==> src/rtl/mux_stream_arbiter.sv <==
// Two-source round-robin arbiter driving the select of a shared 2:1 stream mux.
// Grants are held for a whole packet and handed over without a bubble on the last beat.
module mux_stream_arbiter #(
  parameter int WIDTH = 8
) (
  input  logic             clk,
  input  logic             rst_n,
  input  logic             a_valid,
  input  logic [WIDTH-1:0] a_data,
  input  logic             a_last,
  output logic             a_ready,
  input  logic             b_valid,
  input  logic [WIDTH-1:0] b_data,
  input  logic             b_last,
  output logic             b_ready,
  output logic             y_valid,
  output logic [WIDTH-1:0] y_data,
  output logic             y_last,
  input  logic             y_ready,
  output logic             sel,
  output logic             gnt_a,
  output logic             gnt_b
);

  typedef enum logic [1:0] {
    IDLE    = 2'd0,
    GRANT_A = 2'd1,
    GRANT_B = 2'd2
  } state_t;

  state_t state_q, state_d;
  logic   sel_q, sel_d;
  logic   prio_q, prio_d;

  logic a_owner;
  logic b_owner;
  logic a_end;
  logic b_end;

  assign a_owner = (state_q == GRANT_A);
  assign b_owner = (state_q == GRANT_B);

  assign y_data  = sel_q ? b_data : a_data;
  assign y_last  = sel_q ? b_last : a_last;
  assign y_valid = (a_owner & a_valid) | (b_owner & b_valid);
  assign a_ready = a_owner & y_ready;
  assign b_ready = b_owner & y_ready;

  assign sel   = sel_q;
  assign gnt_a = a_owner;
  assign gnt_b = b_owner;

  // A packet ends only on an accepted beat carrying last from the current owner.
  assign a_end = a_owner & a_valid & y_ready & a_last;
  assign b_end = b_owner & b_valid & y_ready & b_last;

  always_comb begin
    state_d = state_q;
    sel_d   = sel_q;
    prio_d  = prio_q;
    unique case (state_q)
      IDLE: begin
        if (a_valid && (!b_valid || !prio_q)) begin
          state_d = GRANT_A;
          sel_d   = 1'b0;
        end else if (b_valid) begin
          state_d = GRANT_B;
          sel_d   = 1'b1;
        end
      end
      GRANT_A: begin
        if (a_end) begin
          prio_d = 1'b1;
          if (b_valid) begin
            state_d = GRANT_B;
            sel_d   = 1'b1;
          end else begin
            state_d = IDLE;
          end
        end
      end
      GRANT_B: begin
        if (b_end) begin
          prio_d = 1'b0;
          if (a_valid) begin
            state_d = GRANT_A;
            sel_d   = 1'b0;
          end else begin
            state_d = IDLE;
          end
        end
      end
      default: begin
        state_d = IDLE;
      end
    endcase
  end

  always_ff @(posedge clk or negedge rst_n) begin
    if (!rst_n) begin
      state_q <= IDLE;
      sel_q   <= 1'b0;
      prio_q  <= 1'b0;
    end else begin
      state_q <= state_d;
      sel_q   <= sel_d;
      prio_q  <= prio_d;
    end
  end

endmodule
==> config.mk <==
export PLATFORM = sky130hd
export DESIGN_NAME = mux_stream_arbiter
export DESIGN_NICKNAME = d
export VERILOG_FILES = /design/src/rtl/mux_stream_arbiter.sv
export SDC_FILE = /design/constraint.sdc
export NUM_CORES = 1
export LEC_CHECK = 0
export CORE_AREA = 10 10 47 49
export CTS_CLUSTER_SIZE = 12
export DETAILED_ROUTE_END_ITERATION = 10
export DIE_AREA = 0 0 57 59
export DONT_BUFFER_PORTS = 1
export PLACE_DENSITY_LB_ADDON = 0.08
export SYNTH_ARGS = -nofsm -noshare
export SYNTH_HDL_FRONTEND = slang
export SYNTH_SLANG_ARGS = --single-unit
==> constraint.sdc <==
create_clock -name clk -period 2.25 [get_ports clk]
set_clock_uncertainty 0.15 [all_clocks]
set_input_delay 0.1125 -clock clk [delete_from_list [all_inputs] [get_ports clk]]
set_output_delay 0.1125 -clock clk [all_outputs]
set_load 0.02 [all_outputs]
=== Word level (Yosys, flattened, before mapping) ===
Index checks and enable logic that the tools add are counted.

* Output and inout bits: 15
* Bits in registers: 4
* Input bits: 23

* Eq/ne operators: 6
* Bitwise logic cells: 9
* Mux-type cells: 18
* Reductions and logical operators: 10

{| class="wikitable"
|+ Operator list
! cell !! count
|-
| 2-bit 2-to-1 mux || 5
|-
| 1-bit 2-to-1 mux || 9
|-
| 1-bit bitwise AND || 8
|-
| 8-bit 2-to-1 mux || 1
|-
| 2-bit one-hot mux with 3 select lines || 1
|-
| 3-bit AND reduction || 2
|-
| 2-bit by 1-bit != test with 1-bit output, second input constant || 2
|-
| 4-bit AND reduction || 1
|-
| 3-bit != test, second input constant || 1
|-
| 1-bit one-hot mux with 3 select lines || 1
|-
| 3-bit nonzero test || 1
|-
| 2-bit by 1-bit equality test with 1-bit output, second input constant || 1
|-
| 2-bit equality test, second input constant || 1
|-
| 1-bit zero test || 2
|-
| 2-bit zero test || 1
|-
| 2-bit != test, second input constant || 1
|-
| 1-bit one-hot mux with 2 select lines || 1
|-
| 2-bit nonzero test || 1
|-
| 1-bit logical AND || 1
|-
| 1-bit logical OR || 1
|-
| 1-bit OR || 1
|}

=== Logic depth before layout (Yosys ltp) ===
* Depth after elaboration: 6
* Depth in mapped cells: 6
* Gate-level depth less buffers: 6

=== Least setup slack after synthesis ===
OpenSTA, ideal clock, no wires.

* Path type: register to register
* Start point: reg state_q[0]
* End point: reg state_q[0]
* Buffers on the path: 0
* Period minus slack after synthesis: 1.781 ns
* Arrival time: 1.504 ns
* Setup time: 0.128 ns
* Required time: 1.972 ns
* Slack: 0.469 ns
* Stages on the path, launching flop included: 6
* Cells stage by stage: dfrtp_1 -> inv_1 -> ha_1 -> a22oi_4 -> a21boi_2 -> mux2_1

* Cells in the longest elaborated chain, start to end: 6

{| class="wikitable"
|+ RTL lines
! item !! line !! text
|-
| start: declaration || 31 || <nowiki>state_t state_q, state_d;</nowiki>
|-
| start signal: assignment || 105 || <nowiki>state_q <= state_d;</nowiki>
|-
| 2-bit equality test * || 41 || <nowiki>assign b_owner = (state_q == GRANT_B);</nowiki>
|-
| net gnt_b || 22 || <nowiki>output logic gnt_b</nowiki>
|-
| 1-bit bitwise AND (3 in a row) || 55 || <nowiki>assign b_end = b_owner & b_valid & y_ready & b_last;</nowiki>
|-
| 2-bit by 1-bit != test with 1-bit output (no source line) || n/a ||
|-
| 3-bit AND reduction (no source line) || n/a ||
|}

The timed path passes the listed nets; every way through them passes the cells marked *.
A chain may end at the register's enable or synchronous reset.

=== Final worst setup path ===
Ends and elaborated chain as after synthesis.

==> results.toml <==
[final_layout]
n_antenna_cell = 0
final_core_util_pct = 36.88
regArea_um2 = 100.1
final_area_um2 = 516.7
multi_input_area_um2 = 324.1
syn_to_final_growth_pct = 14.40
fillers = 153
layout-drive-gt1-share_pct = 30.19
finalNetCount = 82

[job]
cap_viol_max_count = 0

[timing]
hold_viol_final = 0
drv_slew = 0
fin_setup_tns_ps = 0
setup_viol = 0
worstMarginPinSlew_ps = 579.3
fin_hold_ws_ps = 8.325
slew_headroom_pct = 61.38
min_period_over_period_pct = 84.52
fin_crit_ps = 1902
rsz0062_at_grt = "no"
fmax_ghz = 0.5258

[power]
p_total_mw = 0.7242
p_comb_share_pct = 64.5
power.density_nw_per_um2 = 1401
leakage_nw = 0.2320
p_int_mw = 0.3691
switching_share_pct = 49.03
power_switching_mw = 0.3551
clock_power_share_pct = 11.7
seqPwrFrac_pct = 23.8
peakVddDrop_uv = 378.6

[route]
vias = 383
viasPerCell = 5.551
dr.first_iter.drc_count = 4
drc = 0
wl_um = 1451
first_pass_iters = 4
wl_per_cell_um = 21.03
ant_nets = 0

[clock_network]
clkSlewWorstSetupHoldPaths_ps = 40
post_cts_resized = 0
clock_path_buffers = 2
cts_tree = "built"
cts_buffers = 3
cts_sinks = 4
cts-root-buf = "clkbuf_4"
cts_max_level = 1
worstSkewPairLatency_ps = 230

[critical_path]
cp_slowest_cell = "dfrtp_1"
cp.buffers_inverters = 1
worstSetupPathType = "flip-flop to flip-flop"
cp-end-kind = "flip-flop"
arrival_ps = 1860
critPathMaxStageDelay_ps = 380
crit_path_max_fanout = 7
crit_family = "compound AO/OA/AOI/OAI gates"
crit_chain = "inv_1, ha_1, a22oi_4, a21boi_2, mux2_1"
cp.required_ps = 2200
start_kind = "flip-flop"

[synthesis]
synth_nets = 75
seq_area_frac_synth_pct = 22.16
post_synth.cell_area_avg_um2 = 9.410
ys.flop_type = "dfrtp_1"
synth_async_sr_flop_share_pct = 100.0
yosysMostFrequentCell = "mux2_2"
synth.top_cell.area_share_pct = 22.44
synth.largest_area_cell = "mux2_2"
synth_warnings = 0
synth-edff-count = 0
synth.area.top_cells = "mux2_2 (22%), dfrtp_1 (22%), ha_1 (11%)"
synthCells = 48
synth_area_um2 = 451.7
ys_ff_latch = 4
yosys-top-cells-count = "mux2_2 (9), inv_1 (6), a21oi_1 (5)"
ys_types = 22

[floorplanning]
die_h_um = 59
dieArea_um2 = 3363
core_um2 = 1401
ios = 38
start_util_pct = 32.23
fp.dieW_um = 57
row_count = 14

[grt]
grt_use_total_pct = 8.500
grt_pass1_vias = 465
grt_pass1_wl_um = 2304
antenna_found_initial = 0
gr-total-overflow = 0
grt_max_degree = 13

[run_status]
status = "completed"

[place]
place_hpwl_um = 1324
io_buffers = 0
post_dp_cell_area_um2 = 474.2
gp_congestion = 0.7543

[hold_path]
hold_path.class = "input pin to asynchronous set/reset pin"
cell families after synthesis:
family	synth area share, %
AOI/OAI and AO/OA	20.78
DFF	22.16
and+or+nand+nor	12.46
buffers and inverters	6.093
muxes	27.42
adders and majority gates	11.08
power groups by stage:
stage               combinational, mW  clock [mW]  sequential [mW]
global route                    0.523      0.0903            0.184
global placement                0.470           0            0.170
CTS                             0.478      0.0887            0.174
finish                          0.467      0.0846            0.172
detailed placement              0.474           0            0.175
floorplan                       0.428           0            0.141
flip-flops by register name, summed over array words and instances (netlist names):
| signal | cells |
|---|---|
| state_q | 2 |
| prio_q | 1 |
| sel | 1 |
worst paths after layout:
| path | slack [ps] | cells after the start | startpoint | endpoint |
|---|---|---|---|---|
| worst max-delay path | 350 | 5 | state_q[0] | state_q[0] |
| worst min-delay path | 8 | 1 | rst_n | sel |
| worst max register to register | 350 | 5 | state_q[0] | state_q[0] |
| worst min register to register | 410 | 1 | state_q[0] | state_q[0] |
| max in group asynchronous | 1770 | 1 | rst_n | state_q[0] |
| min in group clk | 40 | 3 | b_valid | state_q[1] |
area by class of cell:
class,count,share of cell area (%)
clock buffers,3,4.358
inverters,6,4.358
multi-input cells,37,62.71
flip-flops and latches,4,19.37
well taps,16,3.874
repair buffers,3,5.327
stage by stage:
stage	cells	setup slack (ps)
finish	69	348.2
global route	69	201.3
CTS	69	329.6
detailed placement	64	331.5
global placement	64	388.4
floorplan	48	468.5
per-layer routing:
metal  track usage, %  routed length (um)
met4            4.027                   0
met5                0                   0
met3            5.150                 156
met1            7.314                 438
met2            15.35                 855
what timing repair did:
| action | CTS | global route |
|---|---|---|
| endpoints found under the hold margin | 6 | 0 |
| setup buffers | 0 | 0 |
| hold buffers | 2 | 0 |
layout by cell type, fill, tap and decap left out, types with 2 or more instances in the layout:
cell and count:
mux2_2 9, a21oi_1 5, mux2_1 2, clkbuf_4 3, and2_1 2, dlygate4sd3_1 2
nand2_1 2, ha_1 4, inv_1 6, dfrtp_1 4
Note: power is estimated with default switching activity, not from simulation.
